File: config.mk
export PLATFORM = sky130hd
export DESIGN_NAME = inert_cmd_seq
export DESIGN_NICKNAME = d
export VERILOG_FILES = /design/src/rtl/inert_cmd_seq.sv
export SDC_FILE = /design/constraint.sdc
export NUM_CORES = 1
export LEC_CHECK = 0
export CAP_MARGIN = 20
export CORE_AREA = 2 2 61 77
export DETAILED_ROUTE_END_ITERATION = 6
export DIE_AREA = 0 0 63 79
export DONT_BUFFER_PORTS = 1
export PLACE_DENSITY_LB_ADDON = 0.2
export SLEW_MARGIN = 10
export SYNTH_ARGS = -nofsm -noshare
export SYNTH_HDL_FRONTEND = slang
export SYNTH_SLANG_ARGS = --single-unit
File: constraint.sdc
create_clock -name clk -period 2.9 [get_ports clk]
set_input_delay 0.29 -clock clk [delete_from_list [all_inputs] [get_ports clk]]
set_output_delay 0.29 -clock clk [all_outputs]
set_load 0.01 [all_outputs]
File: src/rtl/inert_cmd_seq.sv
// -----------------------------------------------------------------------------
// inert_cmd_seq
// Command sequencer in front of the 16-bit SPI monarch. After a power-up delay
// of 2^STRT_W clocks it writes three configuration words to the inertial
// sensor, then waits for the (synchronized) data-ready interrupt and reads the
// yaw-rate low and high bytes, presenting each sample with a one-cycle strobe.
//
// Ports:
//   clk     in   system clock
//   rst_n   in   asynchronous active-low reset
//   INT     in   sensor data-ready, asynchronous, active-high level
//   snd     out  one-cycle pulse starting an SPI transaction
//   cmd     out  [15:0] command word, held until the next snd
//   done    in   SPI transaction complete (level, cleared by next snd)
//   resp    in   [15:0] SPI response, resp[7:0] holds the read byte
//   yaw_rt  out  [15:0] latest yaw rate {high byte, low byte}
//   vld     out  one-cycle strobe, yaw_rt updated this cycle
// -----------------------------------------------------------------------------
module inert_cmd_seq #(
  parameter int          STRT_W   = 16,
  parameter logic [15:0] CMD_CFG0 = 16'h0D02,
  parameter logic [15:0] CMD_CFG1 = 16'h1160,
  parameter logic [15:0] CMD_CFG2 = 16'h1440,
  parameter logic [15:0] CMD_YL   = 16'hA600,
  parameter logic [15:0] CMD_YH   = 16'hA700
) (
  input  logic        clk,
  input  logic        rst_n,
  input  logic        INT,
  output logic        snd,
  output logic [15:0] cmd,
  input  logic        done,
  input  logic [15:0] resp,
  output logic [15:0] yaw_rt,
  output logic        vld
);

  typedef enum logic [2:0] {
    PWRUP    = 3'd0,
    CFG0     = 3'd1,
    CFG1     = 3'd2,
    CFG2     = 3'd3,
    WAIT_INT = 3'd4,
    RD_YL    = 3'd5,
    RD_YH    = 3'd6
  } state_t;

  state_t              state_q, state_d;
  logic [STRT_W-1:0]   cnt_q, cnt_d;
  logic                int_ff1_q, int_ff2_q;
  logic                done_ff_q;
  logic [7:0]          ylo_q, ylo_d;
  logic                snd_q, snd_d;
  logic [15:0]         cmd_q, cmd_d;
  logic [15:0]         yaw_q, yaw_d;
  logic                vld_q, vld_d;
  logic                done_rise_s;

  // A done level left over from the previous transaction must not count,
  // so completion is only the 0->1 transition.
  assign done_rise_s = done & ~done_ff_q;

  assign snd    = snd_q;
  assign cmd    = cmd_q;
  assign yaw_rt = yaw_q;
  assign vld    = vld_q;

  // Two-flop synchronizer for the asynchronous interrupt and done-edge history.
  always_ff @(posedge clk or negedge rst_n) begin
    if (!rst_n) begin
      int_ff1_q <= 1'b0;
      int_ff2_q <= 1'b0;
      done_ff_q <= 1'b0;
    end else begin
      int_ff1_q <= INT;
      int_ff2_q <= int_ff1_q;
      done_ff_q <= done;
    end
  end

  // State, counter, holding register and registered outputs.
  always_ff @(posedge clk or negedge rst_n) begin
    if (!rst_n) begin
      state_q <= PWRUP;
      cnt_q   <= '0;
      ylo_q   <= 8'h00;
      snd_q   <= 1'b0;
      cmd_q   <= 16'h0000;
      yaw_q   <= 16'h0000;
      vld_q   <= 1'b0;
    end else begin
      state_q <= state_d;
      cnt_q   <= cnt_d;
      ylo_q   <= ylo_d;
      snd_q   <= snd_d;
      cmd_q   <= cmd_d;
      yaw_q   <= yaw_d;
      vld_q   <= vld_d;
    end
  end

  // Next-state and output decode; snd/vld are single-cycle by defaulting low.
  always_comb begin
    state_d = state_q;
    cnt_d   = cnt_q;
    ylo_d   = ylo_q;
    snd_d   = 1'b0;
    cmd_d   = cmd_q;
    yaw_d   = yaw_q;
    vld_d   = 1'b0;
    case (state_q)
      PWRUP: begin
        cnt_d = cnt_q + {{(STRT_W-1){1'b0}}, 1'b1};
        if (&cnt_q) begin
          state_d = CFG0;
          snd_d   = 1'b1;
          cmd_d   = CMD_CFG0;
        end else begin
          state_d = PWRUP;
        end
      end
      CFG0: begin
        if (done_rise_s) begin
          state_d = CFG1;
          snd_d   = 1'b1;
          cmd_d   = CMD_CFG1;
        end else begin
          state_d = CFG0;
        end
      end
      CFG1: begin
        if (done_rise_s) begin
          state_d = CFG2;
          snd_d   = 1'b1;
          cmd_d   = CMD_CFG2;
        end else begin
          state_d = CFG1;
        end
      end
      CFG2: begin
        if (done_rise_s) begin
          state_d = WAIT_INT;
        end else begin
          state_d = CFG2;
        end
      end
      WAIT_INT: begin
        // Level-sensitive: a still-high interrupt immediately starts another read.
        if (int_ff2_q) begin
          state_d = RD_YL;
          snd_d   = 1'b1;
          cmd_d   = CMD_YL;
        end else begin
          state_d = WAIT_INT;
        end
      end
      RD_YL: begin
        if (done_rise_s) begin
          ylo_d   = resp[7:0];
          state_d = RD_YH;
          snd_d   = 1'b1;
          cmd_d   = CMD_YH;
        end else begin
          state_d = RD_YL;
        end
      end
      RD_YH: begin
        if (done_rise_s) begin
          yaw_d   = {resp[7:0], ylo_q};
          vld_d   = 1'b1;
          state_d = WAIT_INT;
        end else begin
          state_d = RD_YH;
        end
      end
      default: begin
        state_d = PWRUP;
        cnt_d   = '0;
      end
    endcase
  end

endmodule

==> run summary <==
Sequential area share after synthesis: 54.9%
Drt via density: 5.89
Worst endpoint required time: 3.09 ns
Antenna Cells: 0
Worst flop-to-flop path endpoint: cmd[12]$_DFFE_PN0P_
Area of the core: 4290 um^2
Clk_skew: 0.00262 ns
Die area: 4980 um^2
First-pass GRT wire length: 7240 um
Top-area cell type share of the netlist area: 54.9%
Nets: 228
FF-to-FF path depth: 4
Worst R2R Start: state_q[0]$_DFF_PN0_
Crit Path Class: reg -> reg
Max-cap check violation count: 0
TritonCTS buffer count: 5
I/O Pins: 54
Fraction of registers with async set/reset: 100%
Cells on Worst Hold Path: 1
Global route overflow: 0
Fraction of layout cells with a size suffix above 1: 21.2%
Root buffer cell: clkbuf_8
CP startpoint kind: flop
Top cell type by total area after synthesis: dfrtp_1
Worst Hold Launch: resp[7]
Die H: 79 um
Post-synthesis share of cell area spent on xor and xnor gates: 0.356%
Setup TNS: 0 ns
GRT Overall Usage: 18.5%
Fin crit share: 68.1%
Syn Inst Count: 207
Clk buf depth: 2
Final HPWL DP: 2980 um
Post-CTS resize count: 0
Die Span X: 63 um
RSZ-0062 raised after global routing: no
Maximum vdd ir drop: 0.469 mV
Avg Synthesized Cell Area: 11.9 um^2
Post-synthesis compound-gate area fraction: 10.2%
Slew margin rel.: 60.6%
Fraction of synthesized area in multiplexers: 13.1%
Cell with the most instances after synthesis: dfrtp_1
Max FO, Critical Path: 17
Area growth syn-to-layout: 5.34%
Adder-Cell Fraction of Synth Area: 0.915%
EDFF count, synth: 0
Ys Warns: 0
Minimum clock period: 1.97 ns
Pre-antenna DRT Iters: 5
Status: finished clean
Vias in the first global route: 1594
Reg2reg setup slack: 0.93 ns
Final Hold Viols: 0
Top cells by area, synth: dfrtp_1 55%, mux2_2 11%, buf_4 3.4%
Post-synthesis simple-gate area fraction: 15.5%
DRT Wirelength: 4230 um
Largest net degree at the start of global routing: 55
Starting DRC count in detailed routing: 107
Clock latency on the worst-skew pair: 0.30 ns
Final setup fails: 0
Hold EP: yaw_rt[15]$_DFFE_PN0P_
Vias: 1566
CTS tree: done
Largest family of logic cells by synthesized area: simple AND/OR/NAND/NOR gates
Yosys cell types: 44
Slew at the pin closest to its max-slew limit: 0.588 ns
Static Leak: 1.20 nW
GP Congestion: 0.783
Reg clk slew, reported paths: 0.09 ns
Initial core utilization: 57.4%
Mapped cell area: 2460 um^2
Final slew viol count: 0
WP data arrival: 2.17 ns
Power Dens Cells: 816 nW/um^2
HP Class: in -> reg
Fmax: 507 MHz
CTS H-tree lvls: 2
Top post-synthesis cells by count: 54 x dfrtp_1, 25 x mux2_2, 19 x nand2_1
Top FF cell, synth: dfrtp_1
Row count: 27
Initial antenna violation count: 0
Sink Count: 54
WL/cell: 15.9 um
Remaining antenna violation count: 0
Number of remaining DRC errors: 0
CP Capture Type: flop
Count of state elements after synthesis: 54
PortBufs: 0
Finished Core Util: 60.4%
## worst max-delay path, stage by stage, from the launching register on
cell	delay, ns
dfrtp_1	0.60
nor4b_4	0.35
nor4b_4	0.40
nand3_4	0.18
a311o_1	0.34
## how the worst max path moves through the flow
| stage | start | to | slack [ns] | cells past startpoint |
|---|---|---|---|---|
| floorplan | cnt_q[0]$_DFFE_PN0N_ | cmd[12]$_DFFE_PN0P_ | 1.16 | 5 |
| global placement | state_q[0]$_DFF_PN0_ | cmd[12]$_DFFE_PN0P_ | 0.94 | 4 |
| detailed placement | state_q[0]$_DFF_PN0_ | cmd[12]$_DFFE_PN0P_ | 0.94 | 4 |
| CTS | state_q[0]$_DFF_PN0_ | cmd[12]$_DFFE_PN0P_ | 0.93 | 4 |
| global route | state_q[0]$_DFF_PN0_ | cmd[12]$_DFFE_PN0P_ | 0.81 | 4 |
| finish | state_q[0]$_DFF_PN0_ | cmd[12]$_DFFE_PN0P_ | 0.93 | 4 |
## layer usage
| metal | vias to the layer above | global-route usage (%) | wire length, um |
|---|---|---|---|
| li1 | 738 | - | - |
| met1 | 784 | 22.2 | 1720 |
| met2 | 42 | 32.0 | 2240 |
| met3 | 2 | 5.24 | 252 |
| met4 | 0 | 5.78 | 18 |
| met5 | - | 0 | 0 |
## sequential cells by signal (all words and copies together), names as in the netlist
signal     flops
cmd            6
done_ff_q      1
int_ff1_q      1
vld            1
cnt_q         16
state_q        3
yaw_rt        16
ylo_q          8
int_ff2_q      1
snd            1
## layout by cell type, fill, tap and decap left out, drive strengths merged, types with 6 or more instances in the layout
master and count:
nand2 19, clkbuf 6, nor3 8, nor2 11
dfrtp 54, conb 6, nand3 6, mux2 25
nand4 6, o21ai 8
## cell type report
class | instances | area, um^2
multi-input cells | 139 | 1010
repair buffers | 5 | 65.1
clock inverters | 2 | 17.5
fillers | 366 | 1700
clock buffers | 6 | 72.6
well taps | 58 | 72.6
flip-flops and latches | 54 | 1350
inverters | 2 | 7.51
## power breakdown
part	total (mW)	switching, mW	internal (mW)
Clock	0.414	0.239	0.175
Sequential	1.23	0.276	0.951
Combinational	0.474	0.234	0.240
Total	2.12	0.749	1.37
## per-stage QoR
step / instances / power (mW) / worst slack [ns] / hold slack [ns] / instance area (um^2)
6_report: 266 / 2.12 / 0.926 / 0.132 / 2590
5_1_grt: 266 / 2.25 / 0.810 / 0.118 / 2590
4_1_cts: 266 / 2.14 / 0.928 / 0.123 / 2590
3_5_place_dp: 254 / 1.69 / 0.938 / -0.00410 / 2440
3_3_place_gp: 254 / 1.65 / 0.942 / -0.00365 / 2440
2_1_floorplan: 212 / 1.63 / 1.16 / -0.00559 / 2480
## what timing repair did
| item | CTS | global route |
|---|---|---|
| setup buffers | 0 | 0 |
| hold buffers | 4 | 0 |
| endpoints found under the hold margin | 56 | 0 |
## kinds of logic (layout without fill, tap and decap cells)
| kind of cell | after synthesis | in the layout |
|---|---|---|
| and+or+nand+nor | 65 | 65 |
| adders and majority gates | 2 | 2 |
| DFF | 54 | 54 |
| xor gates and xnor gates | 1 | 1 |
| AOI/OAI and AO/OA | 36 | 36 |
| other | 1 | 6 |
| muxes | 29 | 29 |
| buffers and inverters | 19 | 15 |
Note: power is estimated with default switching activity, not from simulation.
